File: config.mk
export PLATFORM = sky130hd
export DESIGN_NAME = hex_display_scan
export DESIGN_NICKNAME = d
export VERILOG_FILES = /design/src/rtl/hex_display_scan.sv
export SDC_FILE = /design/constraint.sdc
export NUM_CORES = 1
export LEC_CHECK = 0
export ABC_AREA = 1
export CORE_ASPECT_RATIO = 1.1
export CORE_UTILIZATION = 25
export CTS_CLUSTER_SIZE = 10
export DETAILED_ROUTE_END_ITERATION = 8
export HOLD_SLACK_MARGIN = 0.1
export PLACE_DENSITY = 0.52
export SLEW_MARGIN = 20
export SYNTH_ARGS = -nofsm -noshare
export SYNTH_HDL_FRONTEND = slang
export SYNTH_SLANG_ARGS = --single-unit
File: constraint.sdc
create_clock -name clk -period 2.4 [get_ports clk]
set_input_delay 0.48 -clock clk [delete_from_list [all_inputs] [get_ports clk]]
set_output_delay 0.48 -clock clk [all_outputs]
set_load 0.005 [all_outputs]
File: src/rtl/hex_display_scan.sv
// Time-multiplexed scanner for an N-digit common-anode 7-segment display.
// Captures the digit vector once per frame and optionally blanks leading zeros.
module hex_display_scan #(
  parameter int N_DIGITS = 4,
  parameter int DIV      = 50000
) (
  input  logic                    clk,
  input  logic                    rst_n,
  input  logic                    en,
  input  logic                    blank_lz,
  input  logic [4*N_DIGITS-1:0]   digits_i,
  input  logic [N_DIGITS-1:0]     dp_i,
  output logic [3:0]              digit_o,
  output logic [N_DIGITS-1:0]     an_o,
  output logic                    dp_o,
  output logic                    frame_o
);

  localparam int CW = (DIV > 1) ? $clog2(DIV) : 1;
  localparam int IW = (N_DIGITS > 1) ? $clog2(N_DIGITS) : 1;
  localparam logic [CW-1:0] CMAX = CW'(DIV - 1);
  localparam logic [IW-1:0] IMAX = IW'(N_DIGITS - 1);

  logic [CW-1:0]           r_cnt;
  logic [IW-1:0]           r_idx;
  logic [IW-1:0]           r_oidx;
  logic [4*N_DIGITS-1:0]   r_shadow;
  logic [N_DIGITS-1:0]     r_shadow_dp;
  logic                    r_primed;
  logic                    r_shown;
  logic [3:0]              r_digit;
  logic [N_DIGITS-1:0]     r_an;
  logic                    r_dp;
  logic                    r_frame;

  logic                    w_tick;
  logic                    w_load;
  logic [3:0]              w_nib;
  logic                    w_sdp;
  logic [N_DIGITS-1:0]     w_an;
  logic                    w_blank;
  logic                    w_allz;

  assign w_tick = en && (r_cnt == CMAX);
  assign w_load = (en && !r_primed) || (w_tick && (r_idx == IMAX));

  // Walk from the top digit down so w_allz covers every nibble >= k.
  always_comb begin
    w_nib   = 4'h0;
    w_sdp   = 1'b0;
    w_an    = '1;
    w_blank = 1'b0;
    w_allz  = 1'b1;
    for (int k = N_DIGITS - 1; k >= 0; k--) begin
      w_allz = w_allz && (r_shadow[4*k +: 4] == 4'h0);
      if (r_idx == IW'(k)) begin
        w_nib   = r_shadow[4*k +: 4];
        w_sdp   = r_shadow_dp[k];
        w_an[k] = 1'b0;
        w_blank = blank_lz && (k != 0) && w_allz;
      end
    end
  end

  always_ff @(posedge clk) begin
    if (!rst_n) begin
      r_cnt       <= '0;
      r_idx       <= '0;
      r_oidx      <= '0;
      r_shadow    <= '0;
      r_shadow_dp <= '0;
      r_primed    <= 1'b0;
      r_shown     <= 1'b0;
      r_digit     <= 4'h0;
      r_an        <= '1;
      r_dp        <= 1'b1;
      r_frame     <= 1'b0;
    end else if (en) begin
      r_cnt <= w_tick ? '0 : r_cnt + 1'b1;
      if (w_tick) begin
        r_idx <= (r_idx == IMAX) ? '0 : r_idx + 1'b1;
      end
      if (w_load) begin
        r_shadow    <= digits_i;
        r_shadow_dp <= dp_i;
        r_primed    <= 1'b1;
      end
      if (r_primed) begin
        if (w_blank) begin
          r_digit <= 4'h0;
          r_an    <= '1;
          r_dp    <= 1'b1;
        end else begin
          r_digit <= w_nib;
          r_an    <= w_an;
          r_dp    <= ~w_sdp;
        end
        r_shown <= 1'b1;
        r_oidx  <= r_idx;
        // Pulse only on the first cycle slot 0 reaches the outputs.
        r_frame <= (r_idx == '0) && (!r_shown || (r_oidx != '0));
      end
    end
  end

  assign digit_o = r_digit;
  assign an_o    = r_an;
  assign dp_o    = r_dp;
  assign frame_o = r_frame && en;

endmodule

Word level (Yosys, flattened, before mapping). Index checks and enable logic that the tools add are counted.

Bits of input ports: 24. Output and inout port bits: 10. Register bits after elaboration: 52. Word-level logic and storage cells: 61.

Reduce and logical (&&, ||, !) cells: 22. Bitwise operators: 1. Add/sub/neg operators: 2. Eq/ne operators: 4. Mux-type cells: 21.

Operator list (count): 2-to-1 mux 4 bit (6); adder 16 x 1 -> 16 bit, second input constant (1); == test 16 bit, second input constant (1); 2-to-1 mux 16 bit (1); 2-to-1 mux 1 bit (13); logical NOT 4 bit (3); logical AND 1 bit (10); AND reduction 2 bit (3); == test 2 bit, second input constant (2); adder 2 x 1 -> 2 bit, second input constant (1); == test 2 x 1 -> 1 bit, second input constant (1); logical NOT 1 bit (2); logical NOT 2 bit (1); logical OR 1 bit (2); 2-to-1 mux 2 bit (1); nonzero test 2 bit (1); inverter 1 bit (1).

Logic depth before layout (Yosys ltp). Gate-level depths: netlist (run 1).

Word-level depth: 7. Depth in mapped cells: 10. Depth with buffers taken out: 10.

Worst setup path before layout (run 1). Ideal clock, no wire load.

Kind: register to register. Start point: register r_idx[0]. End point: register r_an[2] (netlist: an_o[2]). Setup slack: 0.842 ns. Required time: 2.267 ns. Arrival: 1.425 ns. Setup time: 0.133 ns. Path buffers: 0. Period minus slack after synthesis: 1.558 ns. Cell stages (with the launch flop): 11. Cell sequence: dfxtp_1 -> inv_1 -> ha_1 -> nor2_1 -> nand2_1 -> nand2_1 -> nor2_1 -> nand3_1 -> nand2_1 -> nand2_1 -> nand3_1.

Word-level cells in the longest chain between the ends: 6. Elaborated cells on any way between the ends: 10. Those cells by class: 3 x eq/ne; 6 x mux; 1 x reduce/logical.

RTL lines: start: declaration (RTL line 25) `logic [IW-1:0] r_idx;`; start signal: assignment (RTL line 81) `r_idx <= (r_idx == IMAX) ? '0 : r_idx + 1'b1;`; == test 2 bit (RTL line 56) `if (r_idx == IW'(k)) begin`; 2-to-1 mux 1 bit (4 in series) (RTL line 56); 2-to-1 mux 4 bit * (RTL line 89) `if (w_blank) begin`; end signal: assignment (RTL line 95) `r_an <= w_an;`; end: declaration (RTL line 32) `logic [N_DIGITS-1:0] r_an;`.

Mark *: on every way between the ends. The rest lies on a longest branch, timed or not. A chain may end at the register's enable or synchronous reset.

Final worst setup path (run 1).
Start point: input port en. End point: output port frame_o.

Word-level cells in the longest chain between the ends: 1.

RTL lines: start: declaration (RTL line 9) `input logic en,`; logical AND 1 bit (RTL line 109) `assign frame_o = r_frame && en;`; end: declaration (RTL line 16) `output logic frame_o`.

Every way passes these cells.

==> impl_metrics.ini, run 1 <==
[status]
run_status = completed

[floorplanning]
core_area_um2 = 10000
fp.dieH_um = 109
fp.dieW_um = 99.5
initial_utilization = 0.260
row_count = 38
design.die.area_um2 = 10900
ioPinCount = 34

[synth]
synth.top_cells.by_area = dfxtp_1 (40%), nand2_1 (12%), nand3_1 (9.6%)
yosysTopAreaCellShare = 0.398
post_synth_mux_area_share = 0
synth-simple-area-share = 0.346
syn-num-nets = 417
post_synth_design_cell_area_um2 = 2610
postSynthRegisterBits = 52
netlist_instances = 387
area_fraction_in_compound_gates_after_synthesis = 0.109
synthXorXnorAreaFrac = 0.0134
post_synth_num_cell_types = 28
synth_top_family_by_area = simple AND/OR/NAND/NOR gates
yosysWarnings = 0
synth.yosys.seq_area_share = 0.398
top_cell_type_by_total_area_after_synthesis = dfxtp_1
post_synth.cell_area_avg_um2 = 6.75
synth_fa_ha_area_frac = 0.0287

[cts]
cts-root-buf = clkbuf_8
ctsResizeCount = 0
tritoncts = built
htreeDepth = 2
clock-sinks = 52
cts.clk_slew.worst_paths_ns = 0.10
cts_buf_count = 5
clock_tree.buffer_depth = 2
ctsHoldBuffers = 0
post-cts-setup-buffers = 0
worstSkewPairLatency_ns = 0.30

[placed_design]
placed_cells_incl_taps = 550
place_hpwl_um = 4510
numPortBuffers = 33
gp_congestion = 0.837
dpl-instance-area_um2 = 3090

[critical_path]
critPathCaptureType = primary output
crit-reg2reg-launch = r_idx[0]
worst_ep_arrival_time_ns = 1.65
timing.critical_path.from_type = primary input
critical_path_peak_fanout = 5
worstReg2RegEnd = dp_o
cp_data_required_time_ns = 1.92
r2r.worst_path.cells = 10
timing_worst_setup_path_type = in2out
reg2reg_slack_ns = 0.56

[route]
finalWirelength_um = 6160
num_vias = 2390
wl_per_cell_um = 11.0
avgViaCountPerCell = 4.28
drcViolationCount = 0
postRouteAntennaNets = 0
drt-pass1-iter-count = 4
detail_route.iter0.violations = 75

[timing]
worst_slew_margin_rel = 0.728
timing.setup.tns_ns = 0
fin_worst_skew_ns = 0.00977
unrepaired_setup_endpoints_after_global_routing = false
fmaxAchievable_mhz = 471
final.min_clock_period_ns = 2.13
worst_slew_pin_slew_ns = 0.407
timing.final.setup_violations = 0
post_route_fraction_of_the_period_consumed_by_the_critical_path = 0.886
slew_violations = 0
finalHoldViolCount = 0

[final_layout]
final_cell_mix = nand2_1 (81), nor2_1 (55), dfxtp_1 (52)
final_layout_size_suffix_gt1_frac = 0.0598
area_growth_pct = 21.9
final.fill_count = 1095
stdcell_count = 558
layout.cells.most_common = nand2_1
antenna-diode-count = 0
design_area_um2 = 3180
nets = 447
final_core_density = 0.317

[grt]
initial_antenna_violation_count = 0
grt_pass1_wl_um = 10400
largest_net_degree_at_the_start_of_global_routing = 41
gr-total-overflow = 0
global_route_usage_sum = 0.120
number_of_global_route_vias_before_repair = 2239

[power]
vdd_ir_drop_max_mv = 0.238
power_leakage_nw = 1.32
report.power.total_mw = 1.67
power.density_cell_area_nw_per_um2 = 523

[worst_hold_path]
min_path_cells = 2
worst_hold_path_type = reg2reg
holdPathEnd = digit_o[0]
hold_path_startpoint = digit_o[0]

[run]
max_cap_violations = 0
-- stage by stage --
step / setup slack, ns / hold WS (ns)
3_5_place_dp: 0.261 / 0.459
5_1_grt: 0.185 / 0.513
4_1_cts: 0.263 / 0.476
6_report: 0.275 / 0.474
3_3_place_gp: 0.267 / 0.462
2_1_floorplan: 0.842 / 0.441
-- logic make-up after synthesis --
kind of cell,count (synthesis)
compound gates,55
xor+xnor,4
fa+ha+maj,6
buf+inv,65
flops,52
simple gates,205
-- worst max path at each step --
stage	depth (start not counted)	from	endpoint	slack, ns
global placement	4	en	frame_o	0.27
global route	4	en	frame_o	0.18
detailed placement	4	en	frame_o	0.26
finish	4	en	frame_o	0.27
CTS	4	en	frame_o	0.26
floorplan	10	r_idx[0]	an_o[2]	0.84
-- Yosys cell counts --
cell and n:
o22ai_1 1, buf_4 2, clkbuf_1 7, ha_1 6, buf_2 5, buf_6 2
or2_2 1, nand2_1 81, and2_1 1, nand4_4 1, o211ai_1 2, xor2_1 4
nor2_4 1, nor3_1 3, inv_2 2, o21ai_0 13, a21oi_1 38, clkinv_1 1
nand2_2 1, nand3_2 2, o21bai_1 1, inv_1 46, nand3_1 50, nor2_1 55
nand4_1 5, nor3b_1 1, nor2_2 3, dfxtp_1 52
-- sequential cells by signal, summed over array words and instances, names as in the netlist --
register and count:
r_cnt 16, r_shadow 16, an_o 4, digit_o 4, r_shadow_dp 4, r_idx 2, r_oidx 2, dp_o 1
r_frame 1, r_primed 1, r_shown 1
-- power breakdown --
| part | total [mW] | internal [mW] | switching, mW |
|---|---|---|---|
| clock | 0.532 | 0.234 | 0.298 |
| combinational | 0.203 | 0.102 | 0.101 |
| sequential | 0.931 | 0.905 | 0.0258 |
| total | 1.67 | 1.24 | 0.425 |
-- routing by layer --
| layer | GRT usage | part of all wire | vias up |
|---|---|---|---|
| li1 | - | - | 1295 |
| met1 | 0.157 | 0.48 | 1058 |
| met2 | 0.204 | 0.48 | 35 |
| met3 | 0.0224 | 0.028 | 2 |
| met4 | 0.0252 | 0.0047 | 0 |
| met5 | 0 | 0 | - |
-- layout make-up --
| type | instances | area, um2 | area share |
|---|---|---|---|
| multi-input cells | 270 | 1300 | 0.408 |
| repair buffers | 39 | 388 | 0.122 |
| inverters | 49 | 184 | 0.0578 |
| clock inverters | 2 | 15.0 | 0.00472 |
| well taps | 140 | 175 | 0.0550 |
| clock buffers | 6 | 82.6 | 0.0259 |
| flip-flops and latches | 52 | 1040 | 0.327 |
-- worst max-delay path, stage by stage --
cell	delay, ns
clkdlybuf4s50_1	0.56
nand2_1	0.07
inv_1	0.05
clkdlybuf4s50_1	0.48
(Power assumes the default switching activity.)
==> run 2, diff against run 1 <==
PLACE_DENSITY = unset   (was 0.52)
PLACE_DENSITY_LB_ADDON = 0.25   (was unset)
==> impl_metrics.ini, run 2 (synthesis gave the netlist of run 1 again) <==
[cts]
worstSkewPairLatency_ns = 0.30
cts-root-buf = clkbuf_8
clock_tree.buffer_depth = 2
post-cts-setup-buffers = 0
clock-sinks = 52
tritoncts = built
htreeDepth = 2
cts_buf_count = 5
ctsHoldBuffers = 0
ctsResizeCount = 0
cts.clk_slew.worst_paths_ns = 0.10

[worst_hold_path]
worst_hold_path_type = reg2reg
hold_path_startpoint = digit_o[3]

[placed_design]
numPortBuffers = 33
gp_congestion = 0.817
place_hpwl_um = 4570
placed_cells_incl_taps = 550

[critical_path]
critical_path.slowest_cell = clkdlybuf4s50_1
critical_path_peak_fanout = 5
critical_path.most_common_cell = clkdlybuf4s50_1
reg2reg_slack_ns = 0.50
crit-reg2reg-launch = r_idx[0]
worst_ep_arrival_time_ns = 1.65
critPathCaptureType = primary output
timing.critical_path.from_type = primary input
worstPathBufferInverterCount = 3
critical-path-top-delay-family = buffers and inverters
worstSetupStartpoint = en
critical_path.max_stage_delay_ns = 0.56
cp_cell_sequence = clkdlybuf4s50_1 -> nand2_1 -> inv_1 -> clkdlybuf4s50_1
timing_worst_setup_path_type = in2out
cp_data_required_time_ns = 1.92

[final_layout]
stdcell_count = 558
nets = 447
final_cell_mix = nand2_1 (81), nor2_1 (55), dfxtp_1 (52)
antenna-diode-count = 0
area_growth_pct = 22.3
layout_top_registers = r_cnt x16, r_shadow x16
layout.cells.most_common = nand2_1
final_layout_size_suffix_gt1_frac = 0.0574

[timing]
fmaxAchievable_mhz = 470
final.min_clock_period_ns = 2.13
timing.setup.tns_ns = 0
slew_violations = 0
unrepaired_setup_endpoints_after_global_routing = false
worst_slew_margin_rel = 0.750
post_route_fraction_of_the_period_consumed_by_the_critical_path = 0.886
worst_slew_pin_slew_ns = 0.374
finalHoldViolCount = 0
fin_worst_skew_ns = 0.00530
timing.final.setup_violations = 0

[grt]
global_route_usage_sum = 0.122
largest_net_degree_at_the_start_of_global_routing = 41
number_of_global_route_vias_before_repair = 2314
gr-total-overflow = 0
grt_pass1_wl_um = 10600
initial_antenna_violation_count = 0

[floorplanning]
initial_utilization = 0.260
fp.dieW_um = 99.5
core_area_um2 = 10000
row_count = 38
design.die.area_um2 = 10900
ioPinCount = 34
fp.dieH_um = 109

[route]
avgViaCountPerCell = 4.35
postRouteAntennaNets = 0
finalWirelength_um = 6220
drt-pass1-iter-count = 4
wl_per_cell_um = 11.1
detail_route.iter0.violations = 59
drcViolationCount = 0
num_vias = 2429

[power]
power.density_cell_area_nw_per_um2 = 543
vdd_ir_drop_max_mv = 0.313
power_leakage_nw = 1.33
report.power.total_mw = 1.74

[status]
run_status = completed

[run]
max_cap_violations = 0
[run 2: changes by cell type in the layout (fill, tap and decap cells not counted), sizes merged]
| cell | change |
|---|---|
| clkinvlp | -2 |
| bufinv | +1 |
| clkinv | +1 |
[run 2: report_power, final]
group / switching (mW) / internal [mW] / total (mW)
clock: 0.293 / 0.310 / 0.603
combinational: 0.100 / 0.102 / 0.202
sequential: 0.0248 / 0.905 / 0.930
[run 2: worst register-to-register path, delay by kind of cell, from the launching register on]
kind	cells	cell delay, ns
AND/OR/NAND/NOR	8	0.94
buffers and inverters	1	0.13
adder cells (fa/ha/maj)	1	0.32
flip-flops	1	0.40
[run 2: final cells by class]
class,count,area (um2)
Fill cell,1108,6840
Multi-Input combinational cell,270,1300
Tap cell,140,175
Clock buffer,6,72.6
Timing Repair Buffer,39,388
Sequential cell,52,1040
Clock inverter,2,35.0
Inverter,49,184
[run 2: per-stage QoR]
| stage | hold WS, ns | util | instance area (um2) | setup WS, ns |
|---|---|---|---|---|
| floorplan | 0.441 | - | 2610 | 0.842 |
| global placement | 0.462 | 0.308 | 3090 | 0.267 |
| detailed placement | 0.461 | 0.308 | 3090 | 0.232 |
| CTS | 0.476 | 0.318 | 3190 | 0.263 |
| global route | 0.501 | 0.318 | 3190 | 0.209 |
| finish | 0.476 | 0.318 | 3190 | 0.273 |
[run 2: final timing paths]
path              depth (start not counted)         end
hold / removal                            2  digit_o[3]
setup / recovery                          4     frame_o
hold reg to reg                           2  digit_o[3]
setup reg to reg                         10     an_o[3]
[run 2: metal layers]
| metal | up-vias | GRT usage | part of all wire |
|---|---|---|---|
| met2 | 26 | 0.202 | 0.47 |
| met3 | 2 | 0.0224 | 0.019 |
| met1 | 1110 | 0.161 | 0.50 |
| met5 | - | 0 | 0 |
| li1 | 1291 | - | - |
| met4 | 0 | 0.0389 | 0.0048 |
==> run 3, diff against run 2 <==
CTS_CLUSTER_DIAMETER = 120   (was unset)
==> results of run 3 <==
Final layout, timing and power as in run 2 (identical DEF).
